### config.mk
export PLATFORM = sky130hd
export DESIGN_NAME = vga_mode_sequencer
export DESIGN_NICKNAME = d
export VERILOG_FILES = /design/src/rtl/vga_mode_pkg.sv /design/src/rtl/vga_mode_sequencer_sw_debounce.sv /design/src/rtl/vga_mode_sequencer.sv
export SDC_FILE = /design/constraint.sdc
export NUM_CORES = 1
export LEC_CHECK = 0
export ABC_AREA = 1
export CORE_ASPECT_RATIO = 0.7
export CORE_MARGIN = 1
export CORE_UTILIZATION = 51
export CTS_CLUSTER_SIZE = 20
export DETAILED_ROUTE_END_ITERATION = 10
export GPL_TIMING_DRIVEN = 0
export MAX_ROUTING_LAYER = met4
export PLACE_DENSITY = 0.75
export SYNTH_ARGS = -nofsm -noshare
export SYNTH_HDL_FRONTEND = slang
export SYNTH_SLANG_ARGS = --single-unit
### constraint.sdc
create_clock -name iCLK -period 1.3 [get_ports iCLK]
set_input_delay 0.26 -clock iCLK [delete_from_list [all_inputs] [get_ports iCLK]]
set_output_delay 0.26 -clock iCLK [all_outputs]
set_load 0.03 [all_outputs]
### src/rtl/vga_mode_pkg.sv
// Shared definitions for the VGA mode sequencer.
// Holds the display mode encodings, the sequencer FSM states, the packed
// configuration record (mode plus the two multipliers) and the helper
// that turns a multiplier pair into the normalising divisor.
// Build option: VGA_MODE_AUTOCYCLE_EN (used by vga_mode_sequencer) adds the
// automatic mode stepping feature; nothing in this package depends on it.
package vga_mode_pkg;

    localparam int CFG_W                = 8;
    localparam int DEBOUNCE_CYC_DEFAULT = 250000;

    typedef enum logic [1:0] {
        MODE_PASS        = 2'd0,
        MODE_FOUR_COLOUR = 2'd1,
        MODE_DIM_QUAD    = 2'd2,
        MODE_DOMINANT    = 2'd3
    } mode_t;

    typedef enum logic [1:0] {
        IDLE    = 2'd0,
        PENDING = 2'd1,
        APPLY   = 2'd2
    } state_t;

    typedef struct packed {
        mode_t      mode;
        logic [2:0] mul1;
        logic [2:0] mul2;
    } cfg_t;

    // The sum of two 3-bit multipliers always fits in 4 bits; a zero sum
    // would make the datapath divide by zero, so it is replaced by 1.
    function automatic logic [3:0] calcDiv(input logic [2:0] mul1, input logic [2:0] mul2);
        logic [3:0] sum;
        sum = {1'b0, mul1} + {1'b0, mul2};
        return (sum == 4'd0) ? 4'd1 : sum;
    endfunction

endpackage

### src/rtl/vga_mode_sequencer_sw_debounce.sv
// sw_debounce: two-flop synchroniser followed by a shared debounce counter
// for a W-bit switch bus.
// Ports:
//   iCLK        clock
//   iRST_N      asynchronous active-low reset
//   iIn         raw asynchronous input bus
//   oStable     last value that stayed unchanged for DEBOUNCE_CYC cycles
//   oNewStable  one-cycle strobe, high in the cycle oStable is (re)loaded
module sw_debounce
    import vga_mode_pkg::*;
#(
    parameter int W            = 10,
    parameter int DEBOUNCE_CYC = DEBOUNCE_CYC_DEFAULT,
    parameter int CNT_W        = 18
) (
    input  logic         iCLK,
    input  logic         iRST_N,
    input  logic [W-1:0] iIn,
    output logic [W-1:0] oStable,
    output logic         oNewStable
);

    localparam logic [CNT_W-1:0] CNT_MAX = CNT_W'(DEBOUNCE_CYC - 1);
    localparam logic [CNT_W-1:0] CNT_PRE = CNT_W'(DEBOUNCE_CYC - 2);

    logic [W-1:0]     sync1;
    logic [W-1:0]     sync2;
    logic [W-1:0]     prev;
    logic [CNT_W-1:0] count;

    // Any bit change restarts the count for the whole bus. The counter
    // saturates, so a held value is only captured once: the strobe fires
    // on the step that takes the counter to its maximum.
    always_ff @(posedge iCLK or negedge iRST_N) begin
        if (!iRST_N) begin
            sync1      <= '0;
            sync2      <= '0;
            prev       <= '0;
            count      <= '0;
            oStable    <= '0;
            oNewStable <= 1'b0;
        end else begin
            sync1      <= iIn;
            sync2      <= sync1;
            prev       <= sync2;
            oNewStable <= 1'b0;
            if (sync2 != prev) begin
                count <= '0;
            end else if (count != CNT_MAX) begin
                count <= count + CNT_W'(1);
                if (count == CNT_PRE) begin
                    oStable    <= sync2;
                    oNewStable <= 1'b1;
                end
            end
        end
    end

endmodule

### src/rtl/vga_mode_sequencer.sv
// vga_mode_sequencer: owns the colour-effect configuration of the VGA
// datapath. Debounced switch changes are held pending and only made active
// on a frame boundary (falling edge of vertical sync) so a frame is never
// drawn in two modes.
// Build option: VGA_MODE_AUTOCYCLE_EN - when defined, stable SW[9]=1 makes
// the mode step 0->1->2->3->0 every AUTO_FRAMES frames instead of following
// SW[7:6]. Undefined (default), SW[9] is ignored.
// Ports:
//   iCLK        pixel clock
//   iRST_N      asynchronous active-low reset
//   iSW         raw board switches (SW[7:6] mode, SW[2:0] mul1, SW[5:3] mul2,
//               SW[8] freeze, SW[9] auto-cycle)
//   iVGA_VS     vertical sync, active low, synchronous to iCLK
//   oMode       active display mode
//   oMul1/oMul2 active multipliers
//   oDiv        normalising divisor (oMul1+oMul2, 1 when zero)
//   oPending    a debounced change is waiting for a frame boundary
//   oUpdate     one-cycle pulse when a new configuration becomes active
//   oFrame_Cnt  frame boundaries since reset, wrapping
module vga_mode_sequencer
    import vga_mode_pkg::*;
#(
    parameter int DEBOUNCE_CYC = DEBOUNCE_CYC_DEFAULT,
    parameter int CNT_W        = 18
`ifdef VGA_MODE_AUTOCYCLE_EN
    ,
    parameter int AUTO_FRAMES  = 120
`endif
) (
    input  logic        iCLK,
    input  logic        iRST_N,
    input  logic [9:0]  iSW,
    input  logic        iVGA_VS,
    output logic [1:0]  oMode,
    output logic [2:0]  oMul1,
    output logic [2:0]  oMul2,
    output logic [3:0]  oDiv,
    output logic        oPending,
    output logic        oUpdate,
    output logic [15:0] oFrame_Cnt
);

    logic [9:0]       swStable;
    logic             swNewStable;
    logic             freeze;
    logic             autoOn;
    logic             autoStep;
    logic             autoPulse;
    cfg_t             candidate;
    cfg_t             activeCfg;
    cfg_t             pendingCfg;
    logic [CFG_W-1:0] candidateBits;
    logic [CFG_W-1:0] activeBits;
    logic             vsReg;
    logic             boundary;
    logic [3:0]       divReg;
    logic [15:0]      frameCnt;
    logic             latchPending;
    logic             doApply;
    state_t           state;
    state_t           nextState;

    sw_debounce #(
        .W            (10),
        .DEBOUNCE_CYC (DEBOUNCE_CYC),
        .CNT_W        (CNT_W)
    ) uDebounce (
        .iCLK       (iCLK),
        .iRST_N     (iRST_N),
        .iIn        (iSW),
        .oStable    (swStable),
        .oNewStable (swNewStable)
    );

    assign freeze   = swStable[8];
    assign boundary = vsReg & ~iVGA_VS;

`ifdef VGA_MODE_AUTOCYCLE_EN
    logic [15:0] stepCnt;

    assign autoOn   = swStable[9];
    assign autoStep = autoOn && !freeze && boundary && (stepCnt == 16'(AUTO_FRAMES - 1));

    // Counts boundaries while auto-cycling; dropping SW[9] or freezing
    // restarts the count so the next step is a full AUTO_FRAMES away.
    always_ff @(posedge iCLK or negedge iRST_N) begin
        if (!iRST_N) begin
            stepCnt   <= '0;
            autoPulse <= 1'b0;
        end else begin
            autoPulse <= autoStep;
            if (!autoOn || freeze) begin
                stepCnt <= '0;
            end else if (boundary) begin
                stepCnt <= autoStep ? 16'd0 : stepCnt + 16'd1;
            end
        end
    end
`else
    logic unusedSw9;

    assign unusedSw9 = swStable[9];
    assign autoOn    = 1'b0;
    assign autoStep  = 1'b0;
    assign autoPulse = 1'b0;
`endif

    // While auto-cycling owns the mode, the candidate mirrors the active
    // mode so the mode switches alone never raise a pending change.
    always_comb begin
        candidate      = '0;
        candidate.mode = autoOn ? activeCfg.mode : mode_t'(swStable[7:6]);
        candidate.mul1 = swStable[2:0];
        candidate.mul2 = swStable[5:3];
    end

    assign candidateBits = candidate;
    assign activeBits    = activeCfg;

    // A fresh stable value always wins over a boundary in the same cycle,
    // so a change that settles exactly on a boundary waits for the next one.
    always_comb begin
        nextState    = state;
        latchPending = 1'b0;
        doApply      = 1'b0;
        case (state)
            IDLE: begin
                if (candidateBits != activeBits) begin
                    nextState    = PENDING;
                    latchPending = 1'b1;
                end
            end
            PENDING: begin
                if (swNewStable) begin
                    latchPending = 1'b1;
                    if (candidateBits == activeBits) begin
                        nextState = IDLE;
                    end
                end else if (boundary && !freeze) begin
                    nextState = APPLY;
                    doApply   = 1'b1;
                end
            end
            APPLY:   nextState = IDLE;
            default: nextState = IDLE;
        endcase
    end

    // State register, frame boundary detection and the pending holding register.
    always_ff @(posedge iCLK or negedge iRST_N) begin
        if (!iRST_N) begin
            state      <= IDLE;
            vsReg      <= 1'b0;
            frameCnt   <= '0;
            pendingCfg <= '0;
        end else begin
            state <= nextState;
            vsReg <= iVGA_VS;
            if (boundary) begin
                frameCnt <= frameCnt + 16'd1;
            end
            if (latchPending) begin
                pendingCfg <= candidate;
            end
        end
    end

    // The active configuration changes on the edge that leaves PENDING, so
    // it is visible together with the APPLY-state update pulse. An auto
    // step overrides the mode field of anything applied in the same cycle.
    always_ff @(posedge iCLK or negedge iRST_N) begin
        if (!iRST_N) begin
            activeCfg <= '0;
            divReg    <= 4'd1;
        end else begin
            if (doApply) begin
                activeCfg <= pendingCfg;
                divReg    <= calcDiv(pendingCfg.mul1, pendingCfg.mul2);
            end
            if (autoOn) begin
                activeCfg.mode <= autoStep ? mode_t'(activeCfg.mode + 2'd1) : activeCfg.mode;
            end
        end
    end

    assign oMode      = activeCfg.mode;
    assign oMul1      = activeCfg.mul1;
    assign oMul2      = activeCfg.mul2;
    assign oDiv       = divReg;
    assign oPending   = (state == PENDING);
    assign oUpdate    = (state == APPLY) || autoPulse;
    assign oFrame_Cnt = frameCnt;

endmodule

======== Word-level counts from Yosys, hierarchy flattened ========
Cells that the tools add are included.
storage, ports and cells
  input bits .............................. 13
  logic and storage cells ................. 56
  bits in registers ....................... 97
operators by class
  reduce and logical (&&, ||, !) cells .... 7
  muxes and demuxes ....................... 17
  eq/ne operators ......................... 10
  $add $sub $neg .......................... 3
  bitwise operators ....................... 3
operators with widths
  operator                                                                count
  18-bit two-way mux                                                      2
  18-bit by 1-bit adder with 18-bit output (second input constant)        1
  18-bit equality test (second input constant)                            1
  18-bit != test (second input constant)                                  1
  16-bit by 1-bit adder with 16-bit output (second input constant)        1
  10-bit != test                                                          1
  8-bit equality test                                                     1
  1-bit two-way mux                                                       8
  2-bit two-way mux                                                       4
  8-bit != test                                                           1
  3-bit AND reduction                                                     2
  3-bit by 3-bit adder with 4-bit output                                  1
  4-bit logical NOT                                                       1
  4-bit two-way mux                                                       1
  2-bit case mux with 2 select lines                                      1
  3-bit by 1-bit != test with 1-bit output (second input constant)        1
  3-bit != test (second input constant)                                   1
  2-bit by 1-bit equality test with 1-bit output (second input constant)  1
  2-bit equality test (second input constant)                             1
  2-bit logical NOT                                                       1
  2-bit != test (second input constant)                                   1
  1-bit NOT                                                               2
  1-bit case mux with 2 select lines                                      1
  2-bit nonzero test                                                      1
  3 further kinds                                                         3

======== Depth between registers and ports, before layout ========
Gate-level depths: netlist of run 1.
  depth after elaboration ................. 6
  depth in mapped cells ................... 10
  depth with buffers taken out ............ 10

======== Cells and area by module ========
From an unflattened synthesis of run 1, not the netlist that was laid out.
unflattened totals
  cell total of the unflattened synthesis .. 532
  area, all modules ....................... 4633.2 um2
by module, submodules not included
  module              area each (um2)  instances  cells an instance
  sw_debounce         2546.2           1          278
  vga_mode_sequencer  2087.0           1          254

======== Least setup slack after synthesis of run 1 ========
OpenSTA, ideal clock, no wires.
  path type ............................... flip-flop to flip-flop
  start point ............................. register frameCnt[1] (netlist: oFrame_Cnt[1])
  end point ............................... register frameCnt[14] (netlist: oFrame_Cnt[14])
  path buffers ............................ 0
  path slack .............................. -295 ps
  setup time .............................. 124 ps
  arrival ................................. 1471 ps
  clock period less this slack ............ 1595 ps
  cell stages (with the launch flop) ...... 8
  cell sequence ........................... dfrtp_1 -> ha_1 -> nand3_1 -> nor2_2 -> nand2_1 -> nor2_1 -> nand3_1 -> xor2_1
on the way
  word-level cells in the longest chain between the ends .. 1
ends and longest elaborated chain
  what                                      RTL line                   source
  from (decl)                               vga_mode_sequencer.sv:57   logic [15:0] frameCnt;
  from (signal assigned)                    vga_mode_sequencer.sv:160  frameCnt <= frameCnt + 16'd1;
  16-bit by 1-bit adder with 16-bit output  vga_mode_sequencer.sv:160
Every way passes these cells.
A chain may end at the register's enable or synchronous reset.

======== Final worst setup path of run 1 ========
  start point ............................. register uDebounce.oStable[2]
  end point ............................... register pendingCfg[0] (netlist bit)
on the way
  word-level cells in the longest chain between the ends .. 3
ends and longest elaborated chain
  what                                RTL line                              source
  from (decl)                         vga_mode_sequencer_sw_debounce.sv:19  output logic [W-1:0] oStable,
  from (signal assigned)              vga_mode_sequencer_sw_debounce.sv:52  oStable <= sync2;
  8-bit != test                       vga_mode_sequencer.sv:128             if (candidateBits != activeBits) begin
  1-bit two-way mux                   vga_mode_sequencer.sv:128
  1-bit case mux with 2 select lines  vga_mode_sequencer.sv:126             case (state)
  to (signal assigned)                vga_mode_sequencer.sv:163             pendingCfg <= candidate;
  to (decl)                           vga_mode_sequencer.sv:51              cfg_t pendingCfg;
Every way passes these cells.

==> results.md, run 1 <==
- Chip height: roughly 80 um
- Largest family of logic cells by synthesized area: simple AND/OR/NAND/NOR gates
- Met2 GRT Util: 0.439
- Worst setup margin: -267 ps
- TritonCTS Buffers: 9
- MaxCap Viol Count: 0
- Worst path max stage delay: 420 ps
- CP Cell Sequence: inv_1 > nand2_1 > nand2_1 > nand2_1 > nor2_2 > nand2_2 > nand2_4 > buf_4 > nand3_1 > nand2_2
- Post-synth EDFFs: 0
- # setup viols final: 60
- Unrepaired setup endpoints after global routing: true
- Gr usage total: 0.264
- Area growth syn-to-layout: 45.7%
- CTS tree: done
- # nets final: 652
- Gpl congestion: roughly 0.86
- Compound-Gate Fraction of Synth Area: 0.0403
- Crit Path Class: flip-flop to flip-flop
- Clock Path Buffers: 2
- Worst min-delay path category: input port to flip-flop
- I/O pin count: 43
- Drt pass-1 iters: 6
- First-pass GRT wire length: between 15000 and 20000 um
- Syn nets: roughly 520
- Fin crit share: 1.21
- Count of final hold-check violations: 0
- ANT cells: 0
- Antenna violations before repair: 0
- Initial Util: 0.528
- DR vias/cell: just over 5
- Most frequent cell on the critical path: nand2_1
- Clk sinks: just under 100
- Post-synth top cells: nand2_1 (133), dfrtp_1 (96), inv_1 (66), nand3_1 (37), nor2_1 (35)
- Pwr dens: 1250 nW/um2
- Met1 GRT Util: 0.314
- Worst Max-Slew Pin Slew: between 500 and 600 ps
- Yosys top cell by area: dfrtp_1
- Drt total wl: about 12000 um
- Count leader, synth: nand2_1
- Insertion delay to the later sink of the worst-skew pair: 350 ps
- Mux cell area share after synthesis: 0
- Fillers: 520
- Vias: approximately 4000
- Worst Skew: around 4.5 ps
- CP Capture Type: flip-flop
- GR Util met3: 0.0634
- Syn Area/Cell: around 9.0 um2
- Slowest cell on crit path: dfrtp_1
- XOR/XNOR Fraction of Synth Area: 0.0372
- Simple-gate share of the synthesized area: 0.288
- Core Region: roughly 8500 um2
- Ratio of cells with drive above 1 in the final layout: 0.463
- Max VDD drop: ~0.00090 V
- Failing checks: negative setup slack
- Fmax: between 0.6 and 0.7 GHz
- Synth area leaders: dfrtp_1 (54%), nand2_1 (11%), inv_1 (5.5%)
- Yosys reg bits: 97
- WP data arrival: between 1500 and 2000 ps
- Post-synthesis cell count: slightly below 500
- Status: finished, violations left
- Asr flop ratio synth: 1.00
- Synth warnings: 0
- Placed wire-length estimate: just over 6000 um
- DIE WIDTH: about 110 um
- Worst slew margin relative to its limit: 0.629
- Grt peak-use layer: met2
- Crit-path max FO: 5
- Top_reg_cell synth: dfrtp_1
- Buffers & Inverters on Critical Path: 2
- Worst-path clk slew: ~70 ps
- Crit path max-delay family: simple AND/OR/NAND/NOR gates
- Largest net degree at the start of global routing: 57
- Critical Path Source Type: flip-flop
- Number of remaining DRC errors: 0
- P_leak: roughly 0.0033 uW
- Area of the die: about 9000 um2
- Yosys top cell area share: 0.537
- Post-DRT Antenna Nets: 0
- Wirelength per Cell: around 16 um
- Input/output buffers: 42
- Adder-cell share of the synthesized area: 0.0213
- Mapped Area: between 4000 and 5000 um2
- Placed inst area: 5150 um2
- Htree depth: 3
- Final Max Tran Viols: 0
- Design Area, Final: around 6500 um2
- Vias in the first global route: roughly 3800
- CP required: 1590 ps
- Grt ovf: 0
- Num rows: 28
- Netlist cell types: 35
- Fin crit period: around 1600 ps
- Register area share after synthesis: 0.543
- Worst hold slack: roughly 190 ps
- Root Buffer: clkbuf_16
- Starting DRT DRC Count: around 230
[cells in the final DEF, fill, tap and decap left out, drive strengths merged]
cell           synthesis  final
o21ai                 15     15
fa                     1      1
xnor2                  8      8
dlygate4sd2            0      1
nor2                  49     51
nor3                  19     19
dfrtp                 96     96
a31oi                  1      1
a21oi                 11     11
or2                    2      2
xor2                  11     11
clkdlybuf4s15          0      4
bufinv                 0      2
o211ai                 1      1
buf                    3    105
clkbuf                 0     11
nand4                 10     10
clkdlybuf4s50          0     10
and3                   1      1
clkinvlp               0      1
nand3                 40     40
dfstp                  1      1
clkinv                 1      3
dlygate4sd3            0      1
a21o                   1      1
nand2                146    149
ha                     6      6
inv                   74     75
[power breakdown]
group,leakage (uW),total (uW),switching (uW),internal (uW)
sequential,0.00122,3490,275,3220
combinational,0.00193,1750,1030,721
clock,0.000159,2930,1190,1750
[stage by stage]
step	instances	worst slack, ps	setup TNS, ps	utilization	total power, uW
6_report	757	-267	-7600	0.769	8170
5_1_grt	757	-330	-11160	0.769	8470
4_1_cts	728	-158	-2790	0.716	7820
3_5_place_dp	660	-597	-17530	0.608	4760
3_3_place_gp	659	-3880	-359910	0.605	4700
2_1_floorplan	497	-141	-522	-	4240
[layer usage]
metal | wire [um] | part of all wire | vias up
met2 | 6090 | 0.51 | 138
met1 | 5010 | 0.42 | 1902
met5 | 0 | 0 | -
li1 | - | - | 1824
met3 | 590 | 0.049 | 35
met4 | 357 | 0.030 | 0
[worst reg2reg max path: stages, from the launching register on]
cell	delay (ps)
dfrtp_1	420
inv_1	90
nand2_1	80
nand2_1	110
nand2_1	90
nor2_2	140
nand2_2	120
nand2_4	150
buf_4	140
nand3_1	80
nand2_2	100
[final cells by class]
| class | count | area [um2] | share of cell area |
|---|---|---|---|
| flip-flops and latches | 97 | 2450 | 0.376 |
| multi-input cells | 327 | 2240 | 0.343 |
| repair buffers | 119 | 1030 | 0.158 |
| inverters | 75 | 284 | 0.0436 |
| clock buffers | 10 | 239 | 0.0367 |
| well taps | 120 | 150 | 0.0230 |
| clock inverters | 6 | 90.1 | 0.0138 |
| plain buffers | 3 | 37.5 | 0.00576 |
[registers in the layout (all words and copies together) (netlist names)]
signal and flops:
uDebounce.prev 10, uDebounce.oStable 9, state 2, oFrame_Cnt 16
uDebounce.sync1 10, pendingCfg 8, oMul1 3, uDebounce.count 18
uDebounce.sync2 10, oDiv 4, vsReg 1, oMode 2
oMul2 3, uDebounce.oNewStable 1
[cells by family after synthesis]
logic type               count (synthesis)
adder cells (fa/ha/maj)                  7
AND/OR/NAND/NOR                        267
XOR/XNOR                                19
flip-flops                              97
AO/OA/AOI/OAI                           29
buffers and inverters                   78
[timing repair]
item,in CTS,in global routing
resized for setup,210,92
pin swaps,33,36
hold endpoints to repair,41,0
hold buffers,1,0
cloned,8,0
setup buffers,43,31
endpoints found under the setup margin,86,70
[worst paths after layout]
kind	slack, ps	depth (start not counted)	to	startpoint
min in group asynchronous	450	2	oDiv[1]	iRST_N
max in group asynchronous	180	3	oDiv[0]	iRST_N
worst min register to register	350	0	uDebounce.sync2[3]	uDebounce.sync1[3]
worst max-delay path	-270	10	pendingCfg[0]	uDebounce.oStable[2]
worst min-delay path	190	1	vsReg	iVGA_VS
worst max register to register	-270	10	pendingCfg[0]	uDebounce.oStable[2]
No activity file was read; power rests on OpenSTA's default activity.
==> run 2: changes to the inputs <==
Settings changed: CORE_MARGIN 1 to 2, CTS_BUF_LIST from default to sky130_fd_sc_hd__clkbuf_16.
==> run 2 against run 1 <==
Effect of this change:
- the run still ends with negative setup slack left
- maximum frequency up 1.7%
- via count down 0.23%
- hold slack better by 2.4 ps
- clock skew up 1.4 ps
- sequential share of layout area up 0.49 points
- worst setup slack better by 26 ps
- critical path type unchanged
- critical endpoint is now uDebounce.count[7]
- largest power group unchanged
==> results.md, run 2 (synthesized netlist as in run 1, its figures left out) <==
- Worst Max-Slew Pin Slew: 556 ps (about the same)
- Drt pass-1 iters: 5 (was 6)
- Design Area, Final: 6430 um2 (was 6520 um2)
- Critical Path Source Type: flip-flop (unchanged)
- Worst setup margin: -241 ps (was -267 ps)
- Unrepaired setup endpoints after global routing: true (unchanged)
- Count of final hold-check violations: 0 (unchanged)
- # nets final: 637 (was 652)
- Root Buffer: clkbuf_16 (unchanged)
- Fin crit period: 1540 ps (was 1570 ps)
- Vias: 3890 (was 3899)
- CTS tree: done (unchanged)
- Clk sinks: 97 (unchanged)
- Worst slew margin relative to its limit: 0.630 (was 0.629)
- DR vias/cell: 5.24 (was 5.15)
- Drt total wl: 11900 um (was 12000 um)
- Chip height: 82.4 um (was 80.4 um)
- P_leak: 0.00319 uW (was 0.00332 uW)
- DIE WIDTH: 116 um (was 114 um)
- Worst Skew: 5.91 ps (was 4.49 ps)
- Status: finished, violations left (unchanged)
- Final Max Tran Viols: 0 (unchanged)
- CP Capture Type: flip-flop (unchanged)
- Ratio of cells with drive above 1 in the final layout: 0.449 (was 0.463)
- Core Region: 8480 um2 (unchanged)
- Placed wire-length estimate: 6030 um (was 6050 um)
- Gr usage total: 0.246 (was 0.264)
- Pwr dens: 1310 nW/um2 (was 1250 nW/um2)
- # setup viols final: 62 (was 60)
- Fmax: 0.649 GHz (was 0.638 GHz)
- Gpl congestion: 0.877 (was 0.864)
- Starting DRT DRC Count: 296 (was 225)
- TritonCTS Buffers: 9 (unchanged)
- Crit-path max FO: 4 (was 5)
- Worst min-delay path category: input port to flip-flop (unchanged)
- CP required: 1560 ps (was 1590 ps)
- TNS Setup: -8390 ps (was -7600 ps)
- I/O pin count: 43 (unchanged)
- Num rows: 28 (unchanged)
- Number of flip-flops in the largest register: 18 (unchanged)
- Max VDD drop: 0.000840 V (was 0.000901 V)
- Grt ovf: 0 (unchanged)
- Most flops, register: uDebounce.count (unchanged)
- Crit Path Class: flip-flop to flip-flop (unchanged)
- Htree depth: 3 (unchanged)
- Most frequent cells in the layout: nand2_1 (97), dfrtp_1 (80), inv_1 (57) (was nand2_1 (95), dfrtp_1 (79), inv_1 (57))
- Area growth syn-to-layout: 43.7% (was 45.7%)
- Fin crit share: 1.19 (was 1.21)
- Worst-path clk slew: 70 ps (about the same)
- Number of remaining DRC errors: 0 (unchanged)
- MaxCap Viol Count: 0 (unchanged)
- First-pass GRT wire length: 17300 um (was 17900 um)
- Vias in the first global route: 3710 (was 3803)
- Input/output buffers: 42 (unchanged)
- Insertion delay to the later sink of the worst-skew pair: 340 ps (was 350 ps)
- WP data arrival: 1810 ps (was 1860 ps)
- Initial Util: 0.528 (unchanged)
- Largest net degree at the start of global routing: 55 (was 57)
- Area of the die: 9550 um2 (was 9160 um2)
- Failing checks: negative setup slack (unchanged)
- Placed inst area: 5150 um2 (unchanged)
- Wirelength per Cell: 16.1 um (was 15.9 um)
- ANT cells: 0 (unchanged)
- Post-DRT Antenna Nets: 0 (unchanged)
- Antenna violations before repair: 0 (unchanged)
- Clock Path Buffers: 2 (unchanged)
- Commonest non-fill, non-tap cell in the layout: nand2_1 (unchanged)
run 2: cell count changes in the layout (fill, tap and decap cells not counted), moves of 2 or more:
cell	previous run	this run
buf_2	21	19
o21ai_1	8	4
buf_6	25	23
o21ai_2	7	11
nor3_1	4	6
nor2_2	11	7
nand2_1	95	97
nor3_2	12	9
buf_4	54	44
nor2_1	23	26
nand2_4	14	11
run 2: metrics by stage:
step | cells | hold WS [ps] | util | total power, uW | setup slack (ps)
after global routing | 742 | 203 | 0.759 | 8720 | -285
after floorplan | 497 | -35.6 | - | 4240 | -141
final | 742 | 189 | 0.759 | 8440 | -241
after global placement | 659 | 331 | 0.605 | 4710 | -3940
after CTS | 727 | 186 | 0.725 | 8110 | -166
after detailed placement | 660 | 291 | 0.608 | 4770 | -562
run 2: per-layer routing:
layer | global-route usage | vias up | part of all wire
met3 | 0.0482 | 29 | 0.055
met5 | - | - | 0
met2 | 0.434 | 169 | 0.52
met4 | 0.0833 | 0 | 0.024
met1 | 0.287 | 1895 | 0.40
li1 | - | 1797 | -
run 2: worst max-delay path, stage by stage (launching register included):
cell and delay (ps):
dfrtp_1 440, nand2_1 120, inv_2 60, nor2_2 50, nor2_4 150, buf_6 110
nand2_2 60, nor2_4 190, nand2_4 120, nor3_4 160
run 2: worst paths after layout:
path / start / end / slack (ps) / depth (start not counted)
worst max-delay path: uDebounce.sync2[0] / uDebounce.count[7] / -240 / 9
worst min-delay path: iVGA_VS / vsReg / 190 / 1
worst max register to register: uDebounce.sync2[0] / uDebounce.count[7] / -240 / 9
worst min register to register: uDebounce.sync1[7] / uDebounce.sync2[7] / 350 / 0
max in group asynchronous: iRST_N / uDebounce.count[1] / 170 / 3
min in group asynchronous: iRST_N / oDiv[2] / 440 / 2
run 2: area by class of cell:
class | count | area, um2
fill | 516 | 2050
multi-input combinational | 325 | 2220
clock inverter | 7 | 119
timing repair buffer | 106 | 941
buffer | 3 | 37.5
sequential | 97 | 2450
clock buffer | 9 | 225
tap | 120 | 150
inverter | 75 | 289
run 2: where the power goes:
part           leakage (uW)  switching (uW)  internal (uW)
clock              0.000162            1150           1880
combinational       0.00180            1090            830
sequential          0.00123             274           3220
total               0.00319            2510           5930
run 2: timing repair:
action | 4_1_cts | 5_1_grt
endpoints found under the hold margin | 42 | 0
gates resized for setup | 226 | 74
hold buffers | 1 | 0
setup endpoints to repair | 87 | 70
pin swaps | 37 | 25
setup buffers | 46 | 14
cloned | 4 | 1
